File: config.mk
export PLATFORM = sky130hd
export DESIGN_NAME = dmem_access_ctrl
export DESIGN_NICKNAME = d
export VERILOG_FILES = /design/src/rtl/dmem_access_ctrl.sv
export SDC_FILE = /design/constraint.sdc
export NUM_CORES = 1
export LEC_CHECK = 0
export CORE_MARGIN = 1.5
export CORE_UTILIZATION = 39
export DETAILED_ROUTE_END_ITERATION = 10
export MAX_ROUTING_LAYER = met4
export PLACE_DENSITY = 0.78
export RECOVER_POWER = 50
export SETUP_SLACK_MARGIN = 0.15
export SLEW_MARGIN = 20
export SYNTH_ARGS = -nofsm -noshare
export SYNTH_HDL_FRONTEND = slang
export SYNTH_SLANG_ARGS = --single-unit
File: constraint.sdc
create_clock -name clk -period 4.9 [get_ports clk]
set_input_delay 0.98 -clock clk [delete_from_list [all_inputs] [get_ports clk]]
set_output_delay 0.98 -clock clk [all_outputs]
set_load 0.02 [all_outputs]
File: src/rtl/dmem_access_ctrl.sv
// MEM-stage data-memory controller: one load/store per access, dmem handshake, store lane/mask
// generation, raw load-word capture. Optional misalignment trap under DMEM_MISALIGN_TRAP_EN.
module dmem_access_ctrl #(
    parameter int TIMEOUT = 255,
    parameter int CNT_W   = 8
) (
    input  logic        clk,
    input  logic        rst,
    input  logic        req_valid,
    input  logic        req_load,
    input  logic        req_store,
    input  logic [2:0]  req_funct3,
    input  logic [31:0] req_addr,
    input  logic [31:0] req_wdata,
    output logic        stall,
    output logic        done,
    output logic        timeout,
    output logic        misaligned,
    output logic        dmem_read,
    output logic        dmem_write,
    output logic [31:0] dmem_address,
    output logic [3:0]  dmem_wmask,
    output logic [31:0] dmem_wdata,
    input  logic        dmem_resp,
    input  logic [31:0] dmem_rdata,
    output logic [1:0]  ld_offset,
    output logic [2:0]  ld_funct3,
    output logic [31:0] ld_rdata
);

    typedef enum logic [1:0] {IDLE, ACCESS, DONE} state_t;

    localparam logic [CNT_W-1:0] TO_LAST = (TIMEOUT == 0) ? '0 : CNT_W'(TIMEOUT - 1);

    state_t           state_reg, state_next;
    logic [CNT_W-1:0] cnt_reg;
    logic             is_load_reg;
    logic [1:0]       offset_reg;
    logic [2:0]       funct3_reg;
    logic             timeout_flag_reg;
    logic             misalign_flag_reg;

    logic             request;
    logic             misalign_req;
    logic             timeout_hit;
    logic [3:0]       mask_calc;
    logic [31:0]      wdata_calc;

    assign request     = req_valid & (req_load | req_store);
    assign timeout_hit = (TIMEOUT != 0) && (cnt_reg == TO_LAST);

`ifdef DMEM_MISALIGN_TRAP_EN
    always_comb begin
        misalign_req = 1'b0;
        if (request) begin
            case (req_funct3)
                3'b001:  misalign_req = req_addr[0];
                3'b101:  misalign_req = req_load & req_addr[0];
                3'b010:  misalign_req = |req_addr[1:0];
                default: misalign_req = 1'b0;
            endcase
        end
    end
`else
    assign misalign_req = 1'b0;
`endif

    // Byte enables and lane replication; unused low address bits are simply ignored.
    always_comb begin
        mask_calc  = 4'b0000;
        wdata_calc = req_wdata;
        case (req_funct3)
            3'b000: begin
                mask_calc  = 4'b0001 << req_addr[1:0];
                wdata_calc = {4{req_wdata[7:0]}};
            end
            3'b001: begin
                mask_calc  = 4'b0011 << {req_addr[1], 1'b0};
                wdata_calc = {2{req_wdata[15:0]}};
            end
            3'b010:  mask_calc = 4'b1111;
            default: mask_calc = 4'b0000;
        endcase
    end

    always_ff @(posedge clk or posedge rst) begin
        if (rst) state_reg <= IDLE;
        else     state_reg <= state_next;
    end

    always_comb begin
        state_next = state_reg;
        stall      = 1'b0;
        done       = 1'b0;
        timeout    = 1'b0;
        misaligned = 1'b0;
        case (state_reg)
            IDLE: begin
                stall = request;
                if (request) state_next = misalign_req ? DONE : ACCESS;
            end
            ACCESS: begin
                stall = 1'b1;
                if (dmem_resp || timeout_hit) state_next = DONE;
            end
            DONE: begin
                done       = 1'b1;
                timeout    = timeout_flag_reg;
                misaligned = misalign_flag_reg;
                state_next = IDLE;
            end
            default: state_next = IDLE;
        endcase
    end

    always_ff @(posedge clk or posedge rst) begin
        if (rst) begin
            cnt_reg           <= '0;
            is_load_reg       <= 1'b0;
            offset_reg        <= 2'b00;
            funct3_reg        <= 3'b000;
            timeout_flag_reg  <= 1'b0;
            misalign_flag_reg <= 1'b0;
            dmem_read         <= 1'b0;
            dmem_write        <= 1'b0;
            dmem_address      <= 32'h0;
            dmem_wmask        <= 4'b0000;
            dmem_wdata        <= 32'h0;
            ld_offset         <= 2'b00;
            ld_funct3         <= 3'b000;
            ld_rdata          <= 32'h0;
        end else begin
            case (state_reg)
                IDLE: begin
                    cnt_reg           <= '0;
                    timeout_flag_reg  <= 1'b0;
                    misalign_flag_reg <= 1'b0;
                    if (request) begin
                        is_load_reg  <= req_load;
                        offset_reg   <= req_addr[1:0];
                        funct3_reg   <= req_funct3;
                        dmem_address <= {req_addr[31:2], 2'b00};
                        if (misalign_req) begin
                            misalign_flag_reg <= 1'b1;
                        end else begin
                            dmem_read  <= req_load;
                            dmem_write <= ~req_load;
                            dmem_wmask <= req_load ? 4'b0000 : mask_calc;
                            dmem_wdata <= req_load ? 32'h0 : wdata_calc;
                        end
                    end
                end
                ACCESS: begin
                    // A response in the timeout cycle still counts as a normal completion.
                    if (dmem_resp) begin
                        dmem_read  <= 1'b0;
                        dmem_write <= 1'b0;
                        cnt_reg    <= '0;
                        if (is_load_reg) begin
                            ld_rdata  <= dmem_rdata;
                            ld_offset <= offset_reg;
                            ld_funct3 <= funct3_reg;
                        end
                    end else if (timeout_hit) begin
                        dmem_read        <= 1'b0;
                        dmem_write       <= 1'b0;
                        cnt_reg          <= '0;
                        timeout_flag_reg <= 1'b1;
                    end else begin
                        cnt_reg <= cnt_reg + 1'b1;
                    end
                end
                DONE: begin
                    cnt_reg <= '0;
                end
                default: cnt_reg <= '0;
            endcase
        end
    end

endmodule

== Word-level counts from Yosys, hierarchy flattened ==
Cells that the tools add are included.
Word-level totals
  register bits: 122
  input bits: 105
  output and inout port bits: 111
  word-level logic and storage cells: 61
Operators by class
  add/subtract/negate cells: 1
  equality and inequality tests: 10
  shifts and indexed selects: 2
  muxes and demuxes: 22
  bitwise logic cells: 3
  reductions and logical operators: 9
Operators with widths (count)
  $pmux 32 s2: 1
  $mux 32: 1
  $mux 8: 3
  $pmux 4 s3: 1
  $reduce_and 3->1: 3
  $add 8x1->8 const B: 1
  $eq 8x8->1 const B: 1
  $mux 1: 8
  $ne 2x2->1 const B: 4
  $pmux 1 s2: 4
  $mux 2: 2
  $mux 4: 1
  $pmux 2 s2: 1
  $reduce_and 2->1: 2
  $shl 1x2->4 const A: 1
  $shl 2x2->4 const A: 1
  $eq 3x1->1 const B: 1
  $eq 3x2->1 const B: 1
  $logic_not 3->1: 1
  $ne 3x3->1 const B: 1
  $eq 2x1->1 const B: 1
  $eq 2x2->1 const B: 1
  $logic_not 2->1: 1
  $reduce_bool 2->1: 1
  4 further kinds: 4

== Depth between registers and ports, before layout ==
  depth in word-level cells: 4
  gate-level depth with buffers: 6
  gate-level depth less buffers: 5

== Least setup slack after synthesis ==
Ideal clock, no wire load.
  path type: input-to-output
  from: input port req_store
  to: output port stall
  arrival time: 1.602 ns
  required time: 3.920 ns
  path slack: 2.318 ns
  stages on the path: 2
  buffers on the path: 0
  path through: nor2_2 > o21ai_0
On the way
  cells in the longest elaborated chain, start to end: 3
RTL lines
  from (decl): RTL line 11  | input logic req_store,
  $or 1x1->1: RTL line 49  | assign request = req_valid & (req_load | req_store);
  $and 1x1->1: RTL line 49
  $pmux 1 s2: RTL line 97  | case (state_reg)
  to (decl): RTL line 15  | output logic stall,
Every way passes these cells.

== Worst setup path after layout ==
  from: input port req_load
  to: register dmem_wdata[24]
On the way
  cells in the longest elaborated chain, start to end: 3
  elaborated cells on any way between the ends: 4
  those cells by class: mux (1); bitwise (2); reduce/logical (1)
RTL lines
  from (decl): RTL line 10  | input logic req_load,
  $or 1x1->1: RTL line 49
  $and 1x1->1: RTL line 49
  $reduce_and 2->1 (no line)
  to (signal assigned): RTL line 149  | dmem_wdata <= req_load ? 32'h0 : wdata_calc;
  to (decl): RTL line 23  | output logic [31:0] dmem_wdata,
Several ways; a longest one is shown, not always the timed one.
A chain may end at the register's enable or synchronous reset.

==> metrics.yaml <==
grt_overflow: 0
place.gp.congestion: 0.811
vias_per_cell: 5.03
nets: 715
worst_slew_pin_slew_ps: 2640
clock_path_buffers: 2
cts-root-buf: "clkbuf_16"
synthTopCellsByArea: "dfrtp_1, mux2_2, mux2_1"
antenna_found_initial: 0
dp_cells: 765
post_cts_resized: 0
synthCells: 395
critPathMaxFanout: 22
finalHoldViolCount: 0
mostFrequentLayoutCell: "clkdlybuf4s50_1"
antennaDiodeCount: 0
cts_sinks: 122
final_area_mm2: 0.00808
io_buffers: 212
grt_max_degree: 70
cts_setup_buffers: 0
cp-start-kind: "input port"
cts_buffers: 17
synth.largest_area_cell: "dfrtp_1"
slew_viol_final: 131
setup_viol: 0
grt_pass1_wl_um: 21900
avgRoutedWirePerCell_um: 17.1
cp.arrival_ps: 4250
wl_met3_um: 868
ys_types: 43
holdWs_ps: 480
wl_met2_um: 6920
dieHeight_um: 119
num_vias: 4006
layout_common_cells: "clkdlybuf4s50_1, dfrtp_1, mux2_2"
ir_drop_mv: 0.262
ys_warn_count: 0
ys_seq_area_share_pct: 58.2
p_per_area_mw_per_mm2: 641
final_cells: 796
cts_tree: "yes"
drc: 0
hold_class: "reg2reg"
maxSlewHeadroom_pct: -76.2
path_clk_slew_ps: 60
min_period_ps: 3910
netlist.area_leader.share_pct: 58.2
placed_cell_area_mm2: 0.00749
hpwlAfterDp_um: 9650
reg.largest.list: "dmem_wdata (32), ld_rdata (32), dmem_address (30)"
cap_violations: 3
synth_area_mm2: 0.00525
setup_tns_ps: 0
period_share_pct: 79.7
wirelength_met1_um: 5670
die_width_um: 119
leakage_nw: 3.36
power_mw: 5.18
drive_gt1_share_pct: 16.1
clkLatencyLatePin_ps: 410
ctsHtreeMaxLevel: 4
holdPathStages: 1
syn_area_per_cell_um2: 13.3
dr.max_layer_used: "met4"
core_mm2: 0.0132
ys_ff_latch: 122
status: "finished, violations left"
grt.total_usage_pct: 20.4
crit_type: "in2reg"
grt_pass1_vias: 4287
critical_path.endpoint_type: "register"
start_util_pct: 39.8
violations: "capacitance limit, slew limit"
drtIter0Drc: 291
rsz0062_at_grt: "no"
syn2layout_area_growth_pct: 54.0
fmax_mhz: 256
dieArea_mm2: 0.0142
hold_buffers: 0
rows: 42
cp.required_ps: 5240
ios: 216
drt_first_pass_iters: 4
postRouteAntennaNets: 0
ff2ff_path_depth: 3
skew_ps: 8.70
wl_um: 13600
==> final timing paths <==
path,start,end,slack (ps)
hold reg to reg,dmem_address[30],dmem_address[30],480
setup / recovery,req_load,dmem_wdata[24],990
hold / removal,dmem_address[30],dmem_address[30],480
min in group asynchronous,rst,dmem_address[19],1960
max in group asynchronous,rst,dmem_wdata[6],1430
setup reg to reg,state_reg[1],ld_rdata[10],2140
==> per-stage QoR <==
step                      utilization (%)  setup WS (ps)
after floorplan                         -            677
after global placement               56.8           1200
after detailed placement             56.8           1210
after CTS                            61.3           1210
after global routing                 61.3            809
final                                61.3            995
==> power breakdown <==
group | switching, mW | internal [mW]
Combinational | 1.07 | 1.13
Sequential | 0.252 | 1.46
Clock | 0.423 | 0.835
Total | 1.75 | 3.43
==> cell usage after synthesis, drive strengths merged <==
master and number:
o21ai 36, xnor2 1, a22o 16, nand2 6, xor2 1, or3 2, nand4b 2, nor4 1
buf 18, a41oi 1, nor3b 2, conb 1, o211ai 2, a211o 1, nand2b 12, nor2b 3
a211oi 8, or2 18, o31ai 12, mux2 72, and2 1, or3b 2, a21oi 9, nand3 3
ha 2, nor2 7, a31oi 2, inv 4, clkbuf 9, nand4 2, o22a 1, mux2i 16
dfrtp 122
==> critical path, cell delays in order <==
cell,delay [ps]
clkdlybuf4s50_1,390
buf_4,210
o21ai_0,1960
buf_4,500
a22o_1,200
==> logic make-up after synthesis <==
group / Yosys count / share of synthesized area, %
other: 1 / 0.0715
flip-flops: 122 / 58.2
AO/OA/AOI/OAI: 88 / 11.6
AND/OR/NAND/NOR: 61 / 7.32
multiplexers: 88 / 18.5
adder cells (fa/ha/maj): 2 / 0.477
XOR/XNOR: 2 / 0.334
buffers and inverters: 31 / 3.48
==> metal layers <==
| metal | up-vias | GRT usage (%) |
|---|---|---|
| met5 | - | - |
| met4 | 0 | 5.57 |
| met1 | 1982 | 23.8 |
| met2 | 160 | 34.1 |
| met3 | 15 | 6.42 |
| li1 | 1849 | - |
==> cell type report <==
class                   count  area, um2
repair buffers            219       2170
flip-flops and latches    122       3050
well taps                 176        220
multi-input cells         244       2020
inverters                   4       15.0
fillers                  1060       5110
clock inverters             7        115
clock buffers              24        482
Power figures use the tool's default switching activity.
